`config.mk`:
```
export PLATFORM = sky130hd
export DESIGN_NAME = im_loader
export DESIGN_NICKNAME = d
export VERILOG_FILES = /design/src/rtl/im_loader.sv
export SDC_FILE = /design/constraint.sdc
export NUM_CORES = 1
export LEC_CHECK = 0
export BUFFER_PORTS_ARGS = -buffer_cell sky130_fd_sc_hd__buf_2
export CORE_ASPECT_RATIO = 1.5
export CORE_MARGIN = 5
export CORE_UTILIZATION = 45
export CTS_BUF_LIST = sky130_fd_sc_hd__clkbuf_4 sky130_fd_sc_hd__clkbuf_8
export DETAILED_ROUTE_END_ITERATION = 10
export PLACE_DENSITY = 0.66
export SYNTH_ARGS = -nofsm -noshare
export SYNTH_HDL_FRONTEND = slang
export SYNTH_SLANG_ARGS = --single-unit
```
`constraint.sdc`:
```
create_clock -name clk -period 3.3 [get_ports clk]
set_input_delay 0.33 -clock clk [delete_from_list [all_inputs] [get_ports clk]]
set_output_delay 0.33 -clock clk [all_outputs]
set_load 0.05 [all_outputs]
```
`src/rtl/im_loader.sv`:
```
// Boot loader for the instruction memory: turns a length-prefixed, XOR-checked
// byte stream into 32-bit block RAM writes and releases the CPU once verified.
module im_loader #(
    parameter int ADDR_W    = 11,
    parameter int MAX_WORDS = 2048,
    parameter int BASE      = 0
) (
    input  logic              clk,
    input  logic              reset,
    input  logic              rx_valid,
    input  logic [7:0]        rx_data,
    output logic [3:0]        im_we,
    output logic [ADDR_W-1:0] im_addr,
    output logic [31:0]       im_din,
    output logic              cpu_hold,
    output logic              done,
    output logic              err,
    output logic [ADDR_W:0]   words_loaded
);

    typedef enum logic [2:0] {
        S_LEN_HI,
        S_LEN_LO,
        S_DATA,
        S_CSUM,
        S_DONE,
        S_ERR
    } state_t;

    localparam logic [ADDR_W-1:0] BASE_A = ADDR_W'(BASE);

    state_t      state;
    state_t      state_next;
    logic [15:0] len;
    logic [15:0] len_rx;
    logic [7:0]  csum;
    logic [1:0]  byte_idx;
    logic [23:0] shift_word;
    logic        oversize;
    logic        last_word;

    assign len_rx    = {len[15:8], rx_data};
    assign oversize  = (32'(len_rx) > 32'(MAX_WORDS));
    assign last_word = ((16'(words_loaded) + 16'd1) == len);

    always_ff @(posedge clk) begin
        if (reset) begin
            state    <= S_LEN_HI;
            cpu_hold <= 1'b1;
            done     <= 1'b0;
            err      <= 1'b0;
        end else begin
            state    <= state_next;
            cpu_hold <= (state_next != S_DONE);
            done     <= (state_next == S_DONE);
            err      <= (state_next == S_ERR);
        end
    end

    always_comb begin
        state_next = state;
        case (state)
            S_LEN_HI: if (rx_valid) state_next = S_LEN_LO;
            S_LEN_LO: begin
                if (rx_valid) begin
                    if (oversize)
                        state_next = S_ERR;
                    else if (len_rx == 16'd0)
                        state_next = S_CSUM;
                    else
                        state_next = S_DATA;
                end
            end
            S_DATA: begin
                if (rx_valid && byte_idx == 2'd3 && last_word)
                    state_next = S_CSUM;
            end
            S_CSUM: begin
                if (rx_valid)
                    state_next = (rx_data == csum) ? S_DONE : S_ERR;
            end
            default: state_next = state;
        endcase
    end

    // Write pulse defaults low every cycle; address and data only move on a write.
    always_ff @(posedge clk) begin
        if (reset) begin
            im_we        <= 4'b0000;
            im_addr      <= '0;
            im_din       <= 32'd0;
            words_loaded <= '0;
            len          <= 16'd0;
            csum         <= 8'd0;
            byte_idx     <= 2'd0;
            shift_word   <= 24'd0;
        end else begin
            im_we <= 4'b0000;
            if (rx_valid) begin
                case (state)
                    S_LEN_HI: begin
                        len[15:8] <= rx_data;
                        csum      <= csum ^ rx_data;
                    end
                    S_LEN_LO: begin
                        len[7:0] <= rx_data;
                        csum     <= csum ^ rx_data;
                    end
                    S_DATA: begin
                        csum       <= csum ^ rx_data;
                        byte_idx   <= byte_idx + 2'd1;
                        shift_word <= {shift_word[15:0], rx_data};
                        if (byte_idx == 2'd3) begin
                            im_we        <= 4'b1111;
                            im_addr      <= BASE_A + words_loaded[ADDR_W-1:0];
                            im_din       <= {shift_word, rx_data};
                            words_loaded <= words_loaded + (ADDR_W+1)'(1);
                        end
                    end
                    default: ;
                endcase
            end
        end
    end

endmodule

```
==> flow_metrics.env, run 1 <==
export IMPL_antenna_found_initial=0
export IMPL_skew_ns=0.0110
export IMPL_drcViolationCount=0
export IMPL_grt_ovfl_total=0
export IMPL_tightest_slew_ns=0.977
export IMPL_layout_commonest_cell="nand2_1"
export IMPL_period_needed_ns=2.33
export IMPL_first_pass_iters=4
export IMPL_arrival_ns=2.63
export IMPL_syn_num_nets=594
export IMPL_vdd_drop_max_mv=0.275
export IMPL_vias_per_cell=5.33
export IMPL_postSynthAreaPerCell_sq_um=7.99
export IMPL_clockRootBuffer="clkbuf_8"
export IMPL_row_count=45
export IMPL_reg2reg_depth=6
export IMPL_initial_utilization=0.458
export IMPL_htree_levels=3
export IMPL_required_ns=3.60
export IMPL_syn_to_final_growth_pct=11.2
export IMPL_die_x_microns=92.9
export IMPL_die_h_microns=134
export IMPL_cts_tree="yes"
export IMPL_synth_top_area_frac=0.483
export IMPL_core_area_sq_mm=0.0101
export IMPL_synth_ff_type="dfxtp_1"
export IMPL_synth_seq_cells=112
export IMPL_drv_cap=0
export IMPL_diodes=0
export IMPL_synth_mux_area_frac=0.0194
export IMPL_worst_slack_ns=0.969
export IMPL_place_ws_ns=1.03
export IMPL_drive_above_1_share=0.160
export IMPL_reg2reg_slack_ns=0.97
export IMPL_path_clk_slew_ns=0.11
export IMPL_synth_cells=581
export IMPL_hold_buffers=0
export IMPL_yosysTopAreaCell="dfxtp_1"
export IMPL_grt_util_all_layers=0.176
export IMPL_drv_slew=0
export IMPL_p_per_area_mw_per_mm2=463
export IMPL_finalSetupViolations=0
export IMPL_ys_top_cells_by_area="dfxtp_1, nand2_1, a21oi_1, xnor2_1, xor2_1"
export IMPL_hold_depth=3
export IMPL_route_vias_total=3952
export IMPL_hpwlAfterDp_microns=7650
export IMPL_hold_start="rx_data[5]"
export IMPL_final_setup_tns_ns=0
export IMPL_cts_resized=0
export IMPL_ant_nets=0
export IMPL_grt_pass1_vias=3696
export IMPL_dr_first_iter_drc_count=247
export IMPL_criticalPathCategory="register to register"
export IMPL_final_hold_viol_count=0
export IMPL_cp_end_kind="register"
export IMPL_crit_fanout=14
export IMPL_relSlewSlack=0.344
export IMPL_clkLatencyLatePin_ns=0.38
export IMPL_port_buffers=72
export IMPL_cts_sinks=112
export IMPL_layout_nets=633
export IMPL_ios=73
export IMPL_layout_common_cells="nand2_1, dfxtp_1, a21oi_1, buf_2, nor2_1"
export IMPL_hold_end="im_din[5]"
export IMPL_grt_pass1_wl_microns=17700
export IMPL_min_path_type="input pin to register"
export IMPL_leakagePower_nw=1.95
export IMPL_grt_max_degree=72
export IMPL_numCtsBuffers=9
export IMPL_timing_fmax_ghz=0.429
export IMPL_rsz0062_at_grt="no"
export IMPL_fin_crit_sh=0.706
export IMPL_clockBufferDepth=2
export IMPL_synth_cell_types=45
export IMPL_synth_fa_ha_area_frac=0.00539
export IMPL_dieArea_sq_mm=0.0125
export IMPL_gp_congestion=0.830
export IMPL_synth_top_family_by_area="simple AND/OR/NAND/NOR gates"
export IMPL_synth_compound_area_share=0.122
export IMPL_synth_xor_area_share=0.0774
export IMPL_synth_seq_area_share=0.483
export IMPL_wl_microns=10900
export IMPL_reg2reg_to="state[0]"
export IMPL_critPathLaunchType="register"
export IMPL_synth_simple_area_share=0.241
export IMPL_outcome="complete, no violations"
export IMPL_synth_edf_count=0
export IMPL_syn_area_sq_mm=0.00464
export IMPL_post_cts_buffers=0
export IMPL_r2r_start="words_loaded[0]"
export IMPL_async_flop_share=0
export IMPL_wl_per_cell_microns=14.7
export IMPL_ys_warnings_count=0
## stage by stage
stage                     cell area [sq um]  instances  power [W]   util  hold WS, ns
final                                  5160        742    0.00239  0.509        0.264
after global placement                 4970        726    0.00163  0.491        0.441
after detailed placement               4970        726    0.00163  0.491        0.443
after global routing                   5160        742    0.00249  0.509        0.269
after CTS                              5160        742    0.00242  0.509        0.253
after floorplan                        4640        581    0.00159      -        0.431
## cell usage after synthesis (all sizes together), types with 3 or more instances
| cell | instances |
|---|---|
| dfxtp | 112 |
| mux2i | 9 |
| nor2 | 41 |
| buf | 14 |
| nor4 | 8 |
| xor2 | 20 |
| nand4 | 4 |
| inv | 4 |
| and4 | 3 |
| nand3 | 8 |
| clkbuf | 36 |
| or3 | 6 |
| nor3 | 6 |
| a21oi | 85 |
| o21ai | 4 |
| xnor2 | 21 |
| nand2 | 172 |
## cell families after synthesis
logic type	Yosys count
flip-flops	112
multiplexers	9
buffers and inverters	54
AO/OA/AOI/OAI	102
XOR/XNOR	41
adder cells (fa/ha/maj)	2
AND/OR/NAND/NOR	261
## worst max-delay path by stage
stage	startpoint	end	depth (start not counted)
6_report	words_loaded[0]	state[0]	6
5_1_grt	words_loaded[0]	state[0]	6
4_1_cts	words_loaded[0]	state[0]	6
3_5_place_dp	words_loaded[0]	state[0]	6
3_3_place_gp	words_loaded[0]	state[0]	6
2_1_floorplan	words_loaded[0]	state[0]	8
## cell type report
type	count	area, sq um
fillers	989	4970
flip-flops and latches	112	2240
multi-input cells	415	2160
repair buffers	78	408
well taps	117	146
clock buffers	9	124
clock inverters	7	62.6
inverters	4	15.0
## sequential cells by signal (all words and copies together), names as in the netlist
register / count
im_din: 32
shift_word: 24
len: 16
words_loaded: 12
im_addr: 11
csum: 8
state: 3
byte_idx: 2
cpu_hold: 1
done: 1
err: 1
im_we: 1
## critical path: stages (launching register included)
cell and delay, ns:
dfxtp_1 0.48, ha_1 0.33, nand3_1 0.40, or3_1 0.48, a2bb2oi_1 0.16, o2111ai_1 0.15
o32ai_2 0.25
## routing by layer
metal  vias up  global-route usage  wire length (microns)
li1       1983                   -                      -
met1      1855               0.202                   4560
met2        97               0.317                   5610
met3        17              0.0281                    463
met4         0              0.0799                    281
met5         -                   0                      0
## power breakdown
group	switching, W	internal (W)
logic	0.000117	0.0000702
registers	0.0000328	0.00138
clock network	0.000493	0.000294
total	0.000642	0.00175
(Power assumes the default switching activity.)
==> run 2, diff against run 1 <==
Settings changed: ABC_AREA from default to 1.
Clock period 3.3 ns to 2.35 ns, I/O delays scaled along.
==> run 2 against run 1 <==
Against the previous run:
- clock-buffer cell count up 2
- final cell count up 15%
- clock skew is 0.0024 ns lower
- total power up 55%
- largest cell class unchanged
- final area up 4.6%
- flip-flop and latch count unchanged
- combinational power grew to 2.7 times the previous value
- via count rose by 11%
- setup slack worse by 0.54 ns
- register-to-register slack got worse by 0.54 ns
- sequential power grew 46%
- hold slack worse by 0.052 ns
==> flow_metrics.env, run 2 <==
export IMPL_port_buffers=72
export IMPL_synth_top_area_frac=0.473
export IMPL_grt_util_all_layers=0.199
export IMPL_hpwlAfterDp_microns=8890
export IMPL_htree_levels=3
export IMPL_layout_common_cells="dfxtp_1, nand2_1, o21ai_0, nor2_1, buf_2"
export IMPL_max_stage_delay_ns=0.47
export IMPL_numCtsBuffers=9
export IMPL_setup_worst_path_end="state[0]"
export IMPL_syn_area_sq_mm=0.00474
export IMPL_gp_congestion=0.891
export IMPL_multi_input_area_sq_mm=0.00210
export IMPL_nFillCells=1088
export IMPL_grt_ovfl_total=0
export IMPL_path_depth=11
export IMPL_path_clk_slew_ns=0.10
export IMPL_crit_family="simple AND/OR/NAND/NOR gates"
export IMPL_final_hold_viol_count=0
export IMPL_regArea_sq_mm=0.00224
export IMPL_final_setup_tns_ns=0
export IMPL_clockRootBuffer="clkbuf_8"
export IMPL_cts_resized=0
export IMPL_critPathSlowestCell="dfxtp_1"
export IMPL_vias_per_cell=5.15
export IMPL_cts_tree="yes"
export IMPL_syn_num_nets=656
export IMPL_min_path_type="input pin to register"
export IMPL_timing_fmax_ghz=0.520
export IMPL_synth_seq_area_share=0.473
export IMPL_critPathLaunchType="register"
export IMPL_p_per_area_mw_per_mm2=685
export IMPL_drcViolationCount=0
export IMPL_rsz0062_at_grt="no"
export IMPL_ant_nets=0
export IMPL_wl_microns=12400
export IMPL_vdd_drop_max_mv=0.463
export IMPL_worst_slack_ns=0.428
export IMPL_crit_fanout=7
export IMPL_fin_crit_sh=0.818
export IMPL_required_ns=2.66
export IMPL_clockBufferDepth=2
export IMPL_tightest_slew_ns=0.693
export IMPL_criticalPathCategory="register to register"
export IMPL_drive_above_1_share=0.167
export IMPL_die_x_microns=93.8
export IMPL_synth_seq_cells=112
export IMPL_core_area_sq_mm=0.0105
export IMPL_period_needed_ns=1.92
export IMPL_regMostFlops="im_din"
export IMPL_reg2reg_depth=11
export IMPL_dieArea_sq_mm=0.0127
export IMPL_die_h_microns=136
export IMPL_ios=73
export IMPL_synth_ff_type="dfxtp_1"
export IMPL_largest_register_ffs=32
export IMPL_layout_nets=714
export IMPL_postSynthAreaPerCell_sq_um=7.37
export IMPL_synth_cell_types=29
export IMPL_wl_per_cell_microns=14.6
export IMPL_synth_cells=643
export IMPL_row_count=46
export IMPL_crit_buf_inv=0
export IMPL_ys_top_cells_by_area="dfxtp_1, o21ai_0, nand2_1, a21oi_1, nor2_1"
export IMPL_synth_edf_count=0
export IMPL_cts_sinks=112
export IMPL_grt_max_degree=68
export IMPL_yosysTopAreaCell="dfxtp_1"
export IMPL_grt_pass1_vias=4193
export IMPL_leakagePower_nw=2.53
export IMPL_yosys_top_cells_count="dfxtp_1, nand2_1, o21ai_0"
export IMPL_finalSetupViolations=0
export IMPL_drv_cap=0
export IMPL_reg2reg_to="state[0]"
export IMPL_hold_buffers=0
export IMPL_arrival_ns=2.24
export IMPL_syn_to_final_growth_pct=13.9
export IMPL_drv_slew=0
export IMPL_first_pass_iters=4
export IMPL_largestRegisters="im_din (32), shift_word (24), len (16)"
export IMPL_r2r_start="words_loaded[0]"
export IMPL_layout_commonest_cell="dfxtp_1"
export IMPL_outcome="complete, no violations"
export IMPL_antenna_found_initial=0
export IMPL_initial_utilization=0.452
export IMPL_post_cts_buffers=0
export IMPL_cp_startpoint="words_loaded[0]"
export IMPL_synth_most_common_cell="dfxtp_1"
export IMPL_skew_ns=0.00863
export IMPL_crit_chain="ha_1 -> nand3_1 -> nor2_2 -> nand3_1 -> nand3_1 -> nand2_1 -> nor3_1 -> nand2_1 -> nand2_1 -> nand2_2 -> nor2_1"
export IMPL_relSlewSlack=0.538
export IMPL_async_flop_share=0
export IMPL_clkLatencyLatePin_ns=0.38
export IMPL_reg2reg_slack_ns=0.43
export IMPL_ys_warnings_count=0
export IMPL_cp_end_kind="register"
export IMPL_grt_pass1_wl_microns=20100
export IMPL_place_ws_ns=0.467
export IMPL_dr_first_iter_drc_count=212
export IMPL_route_vias_total=4381
export IMPL_diodes=0
[run 2: cell types whose count changed in the layout (fill, tap and decap cells not counted), moves of 17 or more]
| cell | previous run | this run |
|---|---|---|
| o21ai_0 | 4 | 94 |
| nand2_1 | 172 | 96 |
| inv_1 | 4 | 64 |
| nand3_1 | 8 | 52 |
| nor2_1 | 41 | 80 |
| a21oi_1 | 85 | 60 |
| xnor2_1 | 21 | 4 |
[run 2: final cells by class]
| type | count | area share |
|---|---|---|
| clock buffer | 11 | 0.0280 |
| clock inverter | 5 | 0.00718 |
| inverter | 66 | 0.0459 |
| multi-input combinational | 431 | 0.389 |
| sequential | 112 | 0.415 |
| tap | 144 | 0.0334 |
| timing repair buffer | 81 | 0.0816 |
[run 2: cell families after synthesis]
kind of cell | count (synthesis) | share of synthesized area
and+or+nand+nor | 258 | 0.247
AOI/OAI and AO/OA | 162 | 0.174
DFF | 112 | 0.473
buffers and inverters | 100 | 0.0842
xor gates and xnor gates | 9 | 0.0166
adders and majority gates | 2 | 0.00528
[run 2: worst register-to-register path, cell delays in order (launching register included)]
cell and delay (ns):
dfxtp_1 0.47, ha_1 0.25, nand3_1 0.11, nor2_2 0.23, nand3_1 0.15, nand3_1 0.13
nand2_1 0.06, nor3_1 0.17, nand2_1 0.08, nand2_1 0.07, nand2_2 0.06, nor2_1 0.08
[run 2: through the flow]
| stage | cell area, sq um | std cells | hold slack, ns | power (W) | utilization |
|---|---|---|---|---|---|
| 6_report | 5400 | 850 | 0.212 | 0.00370 | 0.515 |
| 5_1_grt | 5400 | 850 | 0.201 | 0.00389 | 0.515 |
| 4_1_cts | 5400 | 850 | 0.192 | 0.00374 | 0.515 |
| 3_5_place_dp | 5210 | 834 | 0.458 | 0.00262 | 0.497 |
| 3_3_place_gp | 5210 | 834 | 0.452 | 0.00260 | 0.497 |
| 2_1_floorplan | 4740 | 643 | 0.397 | 0.00248 | - |
[run 2: worst min-delay path by stage]
stage | slack, ns | end | cells past startpoint | start
2_1_floorplan | 0.40 | len[8] | 2 | rx_data[0]
3_3_place_gp | 0.45 | byte_idx[0] | 2 | byte_idx[0]
3_5_place_dp | 0.46 | im_din[22] | 2 | im_din[22]
4_1_cts | 0.19 | len[14] | 3 | rx_data[6]
5_1_grt | 0.20 | len[14] | 3 | rx_data[6]
6_report | 0.21 | len[10] | 3 | rx_data[2]
[run 2: power breakdown]
| part | internal (W) | switching (W) |
|---|---|---|
| logic | 0.000175 | 0.000332 |
| clock network | 0.000454 | 0.000664 |
| registers | 0.00200 | 0.0000768 |
| total | 0.00262 | 0.00107 |
[run 2: metal layers]
layer  GRT usage  vias to the layer above  wire length [microns]
li1            -                     2214                      -
met1       0.234                     2034                   5180
met2       0.347                      106                   6350
met3      0.0372                       27                    475
met4      0.0892                        0                    384
met5           0                        -                      0
